===== config.mk =====
export PLATFORM = sky130hd
export DESIGN_NAME = control_unit
export DESIGN_NICKNAME = d
export VERILOG_FILES = /design/src/rtl/cpu_pkg.sv /design/src/rtl/instr_decoder.sv /design/src/rtl/control_unit.sv
export SDC_FILE = /design/constraint.sdc
export NUM_CORES = 1
export LEC_CHECK = 0
export BUFFER_PORTS_ARGS = -buffer_cell sky130_fd_sc_hd__buf_2
export CORE_MARGIN = 5
export CORE_UTILIZATION = 38
export DETAILED_ROUTE_END_ITERATION = 8
export PLACE_DENSITY = 0.8
export SYNTH_ARGS = -nofsm -noshare
export SYNTH_HDL_FRONTEND = slang
export SYNTH_SLANG_ARGS = --single-unit

===== constraint.sdc =====
create_clock -name clk -period 1.14 [get_ports clk]
set_clock_uncertainty 0.05 [all_clocks]
set_input_delay 0.171 -clock clk [delete_from_list [all_inputs] [get_ports clk]]
set_output_delay 0.171 -clock clk [all_outputs]
set_load 0.02 [all_outputs]

===== src/rtl/cpu_pkg.sv =====
// cpu_pkg: shared constants and types for the 4-bit CPU sequencer.
//   - default opcode / address widths
//   - opcode encodings OP_NOP..OP_HLT
//   - ALU operation encodings
//   - FSM state encoding (state_e)
//   - strobe bundle (ctrl_t) produced by instr_decoder
package cpu_pkg;

    localparam int unsigned CPU_OPC_W   = 4;
    localparam int unsigned CPU_ADDR_W  = 4;
    localparam int unsigned CPU_STATE_W = 3;
    localparam int unsigned CPU_ALU_W   = 2;

    localparam logic [CPU_OPC_W-1:0] OP_NOP = 4'h0;
    localparam logic [CPU_OPC_W-1:0] OP_LDI = 4'h1;
    localparam logic [CPU_OPC_W-1:0] OP_ADD = 4'h2;
    localparam logic [CPU_OPC_W-1:0] OP_SUB = 4'h3;
    localparam logic [CPU_OPC_W-1:0] OP_OUT = 4'h4;
    localparam logic [CPU_OPC_W-1:0] OP_JMP = 4'h5;
    localparam logic [CPU_OPC_W-1:0] OP_JZ  = 4'h6;
    localparam logic [CPU_OPC_W-1:0] OP_HLT = 4'hF;

    localparam logic [CPU_ALU_W-1:0] ALU_PASS = 2'b00;
    localparam logic [CPU_ALU_W-1:0] ALU_ADD  = 2'b01;
    localparam logic [CPU_ALU_W-1:0] ALU_SUB  = 2'b10;

    typedef enum logic [CPU_STATE_W-1:0] {
        ST_FETCH   = 3'd0,
        ST_DECODE  = 3'd1,
        ST_EXECUTE = 3'd2,
        ST_HALT    = 3'd3,
        ST_WAIT    = 3'd4
    } state_e;

    typedef struct packed {
        logic                 ir_load;
        logic                 pc_inc;
        logic                 pc_load;
        logic                 acc_load;
        logic                 out_load;
        logic [CPU_ALU_W-1:0] alu_op;
    } ctrl_t;

    localparam ctrl_t CTRL_IDLE = '0;

endpackage


===== src/rtl/instr_decoder.sv =====
// instr_decoder: combinational strobe decode from FSM state, opcode and zero flag.
// Ports:
//   state_i     current sequencer state
//   opcode_i    IR[7:4]
//   zero_flag_i accumulator == 0 (only consulted for JZ in EXECUTE)
//   ctrl_o      strobe bundle (ir_load, pc_inc, pc_load, acc_load, out_load, alu_op)
module instr_decoder
    import cpu_pkg::*;
(
    input  state_e               state_i,
    input  logic [CPU_OPC_W-1:0] opcode_i,
    input  logic                 zero_flag_i,
    output ctrl_t                ctrl_o
);

    always_comb begin
        ctrl_o = CTRL_IDLE;
        case (state_i)
            ST_FETCH: ctrl_o.ir_load = 1'b1;
            ST_EXECUTE: begin
                case (opcode_i)
                    OP_LDI: begin
                        ctrl_o.alu_op   = ALU_PASS;
                        ctrl_o.acc_load = 1'b1;
                        ctrl_o.pc_inc   = 1'b1;
                    end
                    OP_ADD: begin
                        ctrl_o.alu_op   = ALU_ADD;
                        ctrl_o.acc_load = 1'b1;
                        ctrl_o.pc_inc   = 1'b1;
                    end
                    OP_SUB: begin
                        ctrl_o.alu_op   = ALU_SUB;
                        ctrl_o.acc_load = 1'b1;
                        ctrl_o.pc_inc   = 1'b1;
                    end
                    OP_OUT: begin
                        ctrl_o.out_load = 1'b1;
                        ctrl_o.pc_inc   = 1'b1;
                    end
                    OP_JMP: ctrl_o.pc_load = 1'b1;
                    // Only path where an input reaches a strobe without a register
                    OP_JZ: begin
                        ctrl_o.pc_load = zero_flag_i;
                        ctrl_o.pc_inc  = ~zero_flag_i;
                    end
                    // PC freezes on the HLT address
                    OP_HLT: ;
                    // NOP and the unassigned opcodes just advance
                    default: ctrl_o.pc_inc = 1'b1;
                endcase
            end
            default: ;
        endcase
    end

endmodule


===== src/rtl/control_unit.sv =====
// control_unit: FETCH/DECODE/EXECUTE sequencer for the 4-bit CPU.
// Owns the instruction register and the FSM; strobes come from instr_decoder.
// Ports:
//   clk, reset_n   rising-edge clock, async active-low reset
//   instr          ROM data at the current PC
//   zero_flag      accumulator == 0
//   step           single-step release (only with CTRL_STEP_EN)
//   ir_load, pc_inc, pc_load, acc_load, out_load   single-cycle strobes
//   operand        IR[3:0]: jump target and immediate
//   alu_op         00 PASS, 01 ADD, 10 SUB
//   halted, state  status / debug
// Build option: define CTRL_STEP_EN to add the step input and the WAIT state.
module control_unit
    import cpu_pkg::*;
#(
    parameter int unsigned OPC_W  = CPU_OPC_W,
    parameter int unsigned ADDR_W = CPU_ADDR_W
) (
    input  logic                   clk,
    input  logic                   reset_n,
    input  logic [OPC_W+ADDR_W-1:0] instr,
    input  logic                   zero_flag,
`ifdef CTRL_STEP_EN
    input  logic                   step,
`endif
    output logic                   ir_load,
    output logic                   pc_inc,
    output logic                   pc_load,
    output logic [ADDR_W-1:0]      operand,
    output logic [CPU_ALU_W-1:0]   alu_op,
    output logic                   acc_load,
    output logic                   out_load,
    output logic                   halted,
    output logic [CPU_STATE_W-1:0] state
);

    localparam int unsigned IR_W = OPC_W + ADDR_W;

    state_e          state_q, state_d;
    logic [IR_W-1:0] ir_q, ir_d;
    ctrl_t           ctrl;

    // Next state and IR capture
    always_comb begin
        state_d = state_q;
        ir_d    = ir_q;
        case (state_q)
            ST_FETCH: begin
                ir_d    = instr;
                state_d = ST_DECODE;
            end
            ST_DECODE: state_d = ST_EXECUTE;
            ST_EXECUTE: begin
                if (ir_q[IR_W-1 -: OPC_W] == OPC_W'(OP_HLT)) begin
                    state_d = ST_HALT;
                end else begin
`ifdef CTRL_STEP_EN
                    state_d = ST_WAIT;
`else
                    state_d = ST_FETCH;
`endif
                end
            end
            ST_HALT: state_d = ST_HALT;
`ifdef CTRL_STEP_EN
            ST_WAIT: begin
                if (step) begin
                    state_d = ST_FETCH;
                end
            end
`endif
            default: state_d = ST_FETCH;
        endcase
    end

    // State and IR registers
    always_ff @(posedge clk or negedge reset_n) begin
        if (!reset_n) begin
            state_q <= ST_FETCH;
            ir_q    <= '0;
        end else begin
            state_q <= state_d;
            ir_q    <= ir_d;
        end
    end

    instr_decoder u_instr_decoder (
        .state_i     (state_q),
        .opcode_i    (CPU_OPC_W'(ir_q[IR_W-1 -: OPC_W])),
        .zero_flag_i (zero_flag),
        .ctrl_o      (ctrl)
    );

    // Reset parks the FSM in FETCH; hold the capture strobe low until release
    assign ir_load  = ctrl.ir_load & reset_n;
    assign pc_inc   = ctrl.pc_inc;
    assign pc_load  = ctrl.pc_load;
    assign acc_load = ctrl.acc_load;
    assign out_load = ctrl.out_load;
    assign alu_op   = ctrl.alu_op;
    assign operand  = ir_q[ADDR_W-1:0];
    assign halted   = (state_q == ST_HALT);
    assign state    = state_q;

endmodule


==> results.cfg <==
[run_status]
outcome = finished, violations left
violations_in_the_final_reports = negative setup slack

[yosys]
synthesis.area_um2 = 531
ys_top_cells_by_area = dfrtp_1 47%, mux2_2 17%, buf_4 7.1%
synthesis.area_per_instance_um2 = 11.3
yosys_top_cell_area_share = 0.472
largest_area_contributor_in_the_synthesized_netlist = dfrtp_1
ys_seq_elements = 10
fraction_of_the_yosys_area_taken_by_sequential_cells = 0.472
synth_fp_nets = 58
postSynthCellCount = 47
post_synth_num_cell_types = 20
ys.warnings.count = 0

[clock_network]
cts_tree = built
ctsLongestPathBuffers = 2
tritoncts_num_sinks = 10
worst_skew_pair.late_latency_ns = 0.26
cts.root.buffer_cell = clkbuf_4
cts-buffers-inserted = 3
cts.htree.levels = 1
clkSlewWorstSetupHoldPaths_ns = 0.06

[setup_path]
critical_path_peak_fanout = 3
cp-end-kind = primary output
critical_setup_path_kind = reg -> out
rr_worst_depth = 6
cp.required_ns = 0.92
worst_setup_path_start_kind = flop
worst-endpoint-arrival_ns = 1.49

[power_and_ir_drop]
power.density_nw_per_um2 = 3040
p_leak_nw = 0.493
fin_total_pwr_w = 0.00300
power.ir.vdd_worst_mv = 1.53

[sta]
final_period_minus_worst_setup_slack_ns = 1.72
final_hold_viol_count = 0
hold-worst-slack_ns = 0.0911
grt_setup_unrepaired = yes
setup_slack_ns = -0.576
finalCritPeriodShare = 1.50
timing.final.max_slew_violations = 0
fmax_mhz = 583
setup_viol = 20

[global_routing]
global_route_met3_usage = 0.0345
overflow_left_after_global_routing = 0
groute.layer.met1.usage = 0.160
total_global_routing_track_utilization = 0.145
grt_first_pass_wirelength_mm = 2.24
grt_pass1_vias = 561
grt_most_used_layer = met2
grt_antenna_before_repair = 0
grt_max_degree = 11
met2_layer_usage_reported_by_global_route = 0.259

[drt]
wl_per_cell_um = 13.2
drt_drc_violations_left = 0
drt.antenna.violating_nets = 0
avgViaCountPerCell = 4.73
route.vias.total = 506
drt-pass1-iter-count = 2
route.final.wire_length_mm = 1.42
drt_iter0_markers = 4

[floorplanning]
initial_core_util = 0.403
floorplan.die_area_um2 = 2240
die_x_um = 47.4
rows = 13
num_io_pins = 26
core_footprint_um2 = 1320
die_h_um = 47.4

[final_layout]
final_layout_size_suffix_gt1_frac = 0.761
area_growth_syn_to_layout_pct = 85.8
finish.net_count = 104
antennaDiodeCount = 0
final_util = 0.748
final-instance-count-excl-fill = 107

[place]
placedCellCount = 93
numPortBuffers = 24
place_congestion = 0.749
detailedPlacementHpwl_um = 981

[job]
cap_viol_max_count = 0

[hold_path]
worst_hold_path_type = in -> reg
hold_depth = 2
-- through the flow --
stage          setup TNS [ns]  cell area (um^2)  worst slack [ns]
6_report                -7.05               986            -0.576
5_1_grt                 -7.83               986            -0.625
4_1_cts                 -6.22               950            -0.584
3_5_place_dp            -2.93               751            -0.333
3_3_place_gp            -2.71               751            -0.310
2_1_floorplan           -3.78               559            -0.370
-- per-layer routing --
| metal | vias to the layer above | wire [um] |
|---|---|---|
| li1 | 245 | - |
| met3 | 4 | 86 |
| met5 | - | 0 |
| met2 | 24 | 728 |
| met1 | 233 | 572 |
| met4 | 0 | 28 |
-- placed cells by master (no fill, tap or decap), types with 2 or more instances in the layout --
cell type  synthesis  layout
and2_4             0       2
buf_2              0      14
buf_4              5      14
buf_6              0      17
clkbuf_4           0       3
dfrtp_1           10       9
mux2_4             0       8
nand2b_1           2       2
nor2_1             4       2
nor2_2             1       2
-- critical path, cell delays in order, from the launching register on --
cell and delay [ns]:
dfrtp_2 0.41, nand2b_4 0.15, or3_4 0.36, nor3b_4 0.19, buf_6 0.14
-- registers in the layout (all words and copies together) (netlist names) --
signal	flops
state	2
ir_q	8
-- cell families after synthesis --
kind of cell | synth area share
buf+inv | 0.0778
flops | 0.472
mux | 0.170
simple gates | 0.229
compound gates | 0.0448
other cells | 0.00707
-- layout make-up --
cell class | count | area, um^2
clock buffers | 4 | 26.3
fillers | 99 | 332
inverters | 1 | 3.75
multi-input cells | 31 | 309
flip-flops and latches | 10 | 251
well taps | 15 | 18.8
repair buffers | 46 | 377
-- path summary, 6_finish.rpt --
kind	slack (ns)	endpoint	from
setup / recovery	-0.58	alu_op[0]	state[0]
hold / removal	0.09	ir_q[0]	instr[0]
setup reg to reg	-0.34	ir_q[2]	state[1]
hold reg to reg	0.46	ir_q[0]	ir_q[0]
max in group asynchronous	0.56	state[0]	reset_n
min in group asynchronous	0.33	ir_q[3]	reset_n
-- cells in the mapped netlist --
cell	count
inv_1	1
or3_4	1
nor3_1	2
buf_4	5
dfrtp_1	10
nor2_2	1
mux2_2	8
nand3b_1	1
nand2b_4	1
a21o_2	1
and2_1	1
and2_2	1
and4_1	1
nor3b_2	1
nand2_1	1
nand2b_1	2
or2_2	1
nor2_1	4
a21oi_1	3
conb_1	1
-- power by group --
| group | leakage [nW] | total [W] | switching [W] | internal [W] |
|---|---|---|---|---|
| registers | 0.115 | 0.000700 | 0.000155 | 0.000545 |
| logic | 0.363 | 0.00206 | 0.000841 | 0.00122 |
| clock network | 0.0150 | 0.000241 | 0.000107 | 0.000135 |
| total | 0.493 | 0.00300 | 0.00110 | 0.00190 |
-- repair_timing --
item,in CTS,in global routing
hold buffers,1,0
hold endpoints to repair,10,0
cloned,0,0
setup endpoints to repair,20,20
buffers inserted,7,4
pin swaps,5,3
gates resized for setup,35,5
Power figures use the tool's default switching activity.
